**src/rtl/regfile_wr_arbiter.sv**
```systemverilog
// rtl/regfile_wr_arbiter.sv - shares the register-file write port among N_REQ writeback requesters
// Define REGFILE_ARB_FIXED_PRIO_EN for lowest-index-wins arbitration instead of round-robin.
module regfile_wr_arbiter #(
  parameter int N_REQ    = 4,
  parameter int ADDR_W   = 5,
  parameter int DATA_W   = 64,
  parameter int ZERO_REG = 31,
  parameter int LOCK_MAX = 4
) (
  input  logic                      clk,
  input  logic                      reset,
  input  logic [N_REQ-1:0]          req_valid,
  input  logic [N_REQ*ADDR_W-1:0]   req_addr,
  input  logic [N_REQ*DATA_W-1:0]   req_data,
  input  logic [N_REQ-1:0]          req_lock,
  output logic [N_REQ-1:0]          req_ready,
  input  logic                      wr_stall,
  output logic                      wr_en,
  output logic [ADDR_W-1:0]         wr_addr,
  output logic [DATA_W-1:0]         wr_data,
  output logic [$clog2(N_REQ)-1:0]  grant_id,
  output logic                      busy
);

  localparam int IW = $clog2(N_REQ);
  localparam int CW = $clog2(LOCK_MAX + 1);

  typedef enum logic {IDLE, LOCKED} state_t;

  state_t          state;
  logic [IW-1:0]   owner;
  logic [CW-1:0]   lock_cnt;
`ifndef REGFILE_ARB_FIXED_PRIO_EN
  logic [IW-1:0]   rr_ptr;
  logic [2*N_REQ-1:0] rot;
  int              idx;
`endif

  logic              win_vld;
  logic [IW-1:0]     win;
  logic              owner_vld;
  logic              acc;
  logic [ADDR_W-1:0] win_addr;
  logic [DATA_W-1:0] win_data;
  logic              win_lock;
  logic [IW-1:0]     win_next;

  always_comb begin
    win_vld   = 1'b0;
    win       = '0;
    owner_vld = 1'b0;
    for (int j = 0; j < N_REQ; j++) begin
      if (owner == IW'(j)) owner_vld = req_valid[j];
    end
`ifndef REGFILE_ARB_FIXED_PRIO_EN
    rot = {req_valid, req_valid} >> rr_ptr;
    idx = 0;
`endif
    if (state == LOCKED) begin
      win_vld = owner_vld;
      win     = owner;
    end else begin
`ifdef REGFILE_ARB_FIXED_PRIO_EN
      for (int k = N_REQ - 1; k >= 0; k--) begin
        if (req_valid[k]) begin
          win_vld = 1'b1;
          win     = IW'(k);
        end
      end
`else
      // Descending scan so the candidate closest to rr_ptr is assigned last and wins.
      for (int k = N_REQ - 1; k >= 0; k--) begin
        if (rot[k]) begin
          idx     = (int'(rr_ptr) + k) % N_REQ;
          win_vld = 1'b1;
          win     = IW'(idx);
        end
      end
`endif
    end
  end

  always_comb begin
    win_addr = '0;
    win_data = '0;
    win_lock = 1'b0;
    for (int j = 0; j < N_REQ; j++) begin
      if (win == IW'(j)) begin
        win_addr = req_addr[j*ADDR_W +: ADDR_W];
        win_data = req_data[j*DATA_W +: DATA_W];
        win_lock = req_lock[j];
      end
    end
  end

  assign acc       = win_vld & ~reset & ~wr_stall;
  assign req_ready = acc ? (N_REQ'(1) << win) : '0;
  assign win_next  = (win == IW'(N_REQ - 1)) ? '0 : win + IW'(1);
  assign busy      = (state == LOCKED) | wr_en;

  always_ff @(posedge clk) begin
    if (reset) begin
      wr_en    <= 1'b0;
      wr_addr  <= '0;
      wr_data  <= '0;
      grant_id <= '0;
      state    <= IDLE;
      owner    <= '0;
      lock_cnt <= '0;
`ifndef REGFILE_ARB_FIXED_PRIO_EN
      rr_ptr   <= '0;
`endif
    end else if (!wr_stall) begin
      if (acc) begin
        wr_en    <= (win_addr != ADDR_W'(ZERO_REG));
        wr_addr  <= win_addr;
        wr_data  <= win_data;
        grant_id <= win;
`ifndef REGFILE_ARB_FIXED_PRIO_EN
        // Owner is the only winner while locked, so this yields owner+1 on exit.
        rr_ptr   <= win_next;
`endif
        if (state == IDLE) begin
          if (win_lock && (LOCK_MAX > 1)) begin
            state    <= LOCKED;
            owner    <= win;
            lock_cnt <= CW'(1);
          end
        // lock_cnt counts beats already taken; the LOCK_MAX-th beat always releases.
        end else if (!win_lock || (lock_cnt >= CW'(LOCK_MAX - 1))) begin
          state    <= IDLE;
          lock_cnt <= '0;
        end else begin
          lock_cnt <= lock_cnt + CW'(1);
        end
      end else begin
        wr_en <= 1'b0;
      end
    end
  end

endmodule

```
**config.mk**
```make
export PLATFORM = sky130hd
export DESIGN_NAME = regfile_wr_arbiter
export DESIGN_NICKNAME = d
export VERILOG_FILES = /design/src/rtl/regfile_wr_arbiter.sv
export SDC_FILE = /design/constraint.sdc
export NUM_CORES = 1
export LEC_CHECK = 0
export CAP_MARGIN = 10
export CORE_ASPECT_RATIO = 1.1
export CORE_MARGIN = 3
export CORE_UTILIZATION = 30
export DETAILED_ROUTE_END_ITERATION = 6
export GPL_ROUTABILITY_DRIVEN = 0
export PLACE_DENSITY_LB_ADDON = 0.3
export RECOVER_POWER = 25
export SKIP_LAST_GASP = 1
export SYNTH_ARGS = -nofsm -noshare
export SYNTH_HDL_FRONTEND = slang
export SYNTH_SLANG_ARGS = --single-unit
export TNS_END_PERCENT = 5
```
**constraint.sdc**
```tcl
create_clock -name clk -period 2.6 [get_ports clk]
set_input_delay 0.26 -clock clk [delete_from_list [all_inputs] [get_ports clk]]
set_output_delay 0.26 -clock clk [all_outputs]
set_load 0.05 [all_outputs]
```
==> reports/metrics.yaml <==
run:
  drv_cap: 0
synthesis:
  synth-simple-area-share: 0.219
  yosysTopAreaCellShare: 0.284
  syn-num-nets: 1153
  muxShareOfSynthArea: 0.0180
  netlist.top_cell.by_area: "dfxtp_1"
  synth_seq_cells: 80
  synth_cell_types: 41
  ys_warn_count: 0
  postSynthCellCount: 860
  synthTopCellsByArea: "dfxtp_1 28%, nand2_1 14%, o21ai_0 12%"
  ys_async_sr_fraction: 0
  synth_commonest_cells: "205 x nand2_1, 131 x o21ai_0, 80 x dfxtp_1, 80 x nor2_1, 76 x inv_1"
  synth_edf_count: 0
  synth_fa_ha_area_frac: 0.0133
  synth_compound_area_frac: 0.359
  synth_top_family_by_area: "compound AO/OA/AOI/OAI gates"
  synth-xor-area-share: 0
  syn_area_um2: 5640
  synth_flop_cell: "dfxtp_1"
  synth_sequential_area_ratio: 0.284
  syn_avg_cell_area_um2: 6.56
  synth_most_common_cell: "nand2_1"
grt:
  antenna_found_initial: 2
  grt_max_degree: 82
  grt_overflow: 0
  grt_pass1_vias: 6886
  grt_pass1_wl_mm: 36.6
  grt_usage: 0.230
clock_network:
  worstSkewPairLatency_ns: 0.34
  root_buffer: "clkbuf_16"
  numCtsBuffers: 9
  htree_levels: 3
  hold_buffers: 0
  clock-sinks: 80
  cts_tree: "done"
  clkTransAtPathRegs_ns: 0.06
  clock_path_buffers: 2
cells_and_area:
  fin_cells: 1467
  drive_gt1_frac: 0.116
  fin_util: 0.581
  fin_nets: 1517
  area_growth_pct: 86.0
routing:
  drt_wl_total_mm: 24.6
  vias: 7148
  drt-vias-per-instance: 4.87
  routedWlPerCell_um: 16.8
  ant_nets: 0
  drtIter0Drc: 328
  drtPass1Iterations: 5
  drc_errors: 0
timing:
  rsz0062_at_grt: "true"
  slew_violations: 0
  fin_hold_ws_ns: 0.469
  hold_viol_final: 0
  max_freq_ghz: 0.381
  period_share: 1.01
  setup_ws_ns: -0.0263
  worst_slew_pin_slew_ns: 1.09
  skew_ns: 0.00745
  relSlewSlack: 0.275
  finalSetupViolCount: 2
  setup_tns_ns: -0.0335
  period_minus_slack_ns: 2.63
worst_setup_path:
  path_cells: "buf_6 -> a21boi_2 -> o2bb2ai_2 -> o31ai_2 -> buf_4 -> clkinvlp_4 -> ha_4 -> buf_12 -> and2_1 -> buf_4"
  critical-path-max-stage-delay_ns: 0.33
  cp.arrival_ns: 2.37
  worst-setup-path-type: "flop to output port"
  required_ns: 2.34
  path_common_cell: "buf_4"
  slowest_stage: "o31ai_2"
  endpoint_kind: "output port"
  critPathMaxFanout: 18
  startpoint_type: "flop"
place:
  dp_hpwl_mm: 18.7
  numPortBuffers: 363
  placed_cells: 1438
  place_ws_ns: -0.538
die:
  core-area_um2: 18100
  die_area_um2: 20500
  die_h_um: 150
  die_width_um: 137
  num_io_pins: 364
  row_count: 51
  start_util: 0.312
power:
  p_leak_nw: 4.04
  ir_drop_mv: 0.371
  pwr_density_cell_nw_per_um2: 513
run_status:
  outcome: "finished, violations left"
  violations: "setup timing"
hold_path:
  hp-class: "flop to flop"
## cell usage in the layout (no fill, tap or decap), types with 3 or more instances in the layout
cell type,count
buf_4,54
a311oi_2,30
inv_1,74
nor2_1,80
nand2_1,205
buf_6,3
o21ai_0,122
a221oi_2,3
o21ai_1,10
clkdlybuf4s50_1,322
a311oi_1,36
nand2b_1,6
buf_12,16
clkbuf_16,9
o22ai_1,3
ha_4,4
dfxtp_1,79
a21oi_1,70
dlygate4sd3_1,33
mux2i_1,9
o211ai_1,4
and2_1,3
## state kept, by name, summed over array words and instances, names as in the netlist
| signal | cells |
|---|---|
| grant_id | 2 |
| lock_cnt | 3 |
| owner | 2 |
| rr_ptr | 2 |
| state | 1 |
| wr_addr | 5 |
| wr_data | 64 |
| wr_en | 1 |
## power by group
group | switching [W] | total, W | leakage [nW] | internal [W]
sequential | 0.0000628 | 0.00140 | 0.658 | 0.00134
combinational | 0.00138 | 0.00258 | 3.23 | 0.00120
clock | 0.000518 | 0.00141 | 0.159 | 0.000888
## final cells by class
| type | instances | area [µm²] |
|---|---|---|
| clock buffer | 12 | 256 |
| sequential | 80 | 1600 |
| clock inverter | 3 | 65.1 |
| tap | 238 | 298 |
| fill | 1708 | 7570 |
| timing repair buffer | 432 | 4380 |
| inverter | 76 | 289 |
| antenna | 1 | 2.50 |
| multi-input combinational | 625 | 3600 |
## worst paths after layout
path / cells past startpoint / endpoint / slack, ns / startpoint
max: 10 / req_ready[0] / -0.03 / rr_ptr[1]$_SDFFE_PP0P_
min: 2 / grant_id[0]$_SDFFE_PP0P_ / 0.47 / grant_id[0]$_SDFFE_PP0P_
max reg2reg: 12 / lock_cnt[2]$_SDFFE_PP0P_ / 0.02 / rr_ptr[1]$_SDFFE_PP0P_
min reg2reg: 2 / grant_id[0]$_SDFFE_PP0P_ / 0.47 / grant_id[0]$_SDFFE_PP0P_
## logic make-up (layout without fill, tap and decap cells)
family,after synthesis,count (layout)
other,0,1
AO/OA/AOI/OAI,299,299
AND/OR/NAND/NOR,310,310
buffers and inverters,155,523
multiplexers,10,10
adder cells (fa/ha/maj),6,6
flip-flops,80,80
## per-stage QoR
step | area (µm²) | total power (W)
floorplan | 5650 | 0.00276
global placement | 9910 | 0.00387
detailed placement | 9910 | 0.00390
CTS | 10400 | 0.00540
global route | 10500 | 0.00570
finish | 10500 | 0.00538
## routing by layer
| layer | up-vias | part of all wire | GRT usage |
|---|---|---|---|
| met5 | - | 0.00028 | 0 |
| met3 | 43 | 0.064 | 0.0545 |
| met2 | 232 | 0.52 | 0.409 |
| met1 | 3201 | 0.39 | 0.266 |
| met4 | 2 | 0.027 | 0.0862 |
| li1 | 3670 | - | - |
## worst max-delay path: cells and delay by family (launching register included)
family | cells | cell delay (ns)
flops | 1 | 0.32
compound gates | 3 | 0.56
buf+inv | 5 | 0.77
fa+ha+maj | 1 | 0.21
simple gates | 1 | 0.14
## timing repair
action | 4_1_cts | 5_1_grt
cloned | 1 | 0
pin swaps | 2 | 11
endpoints found under the setup margin | 42 | 70
gates resized for setup | 5 | 33
buffers inserted | 10 | 3
Power figures use the tool's default switching activity.
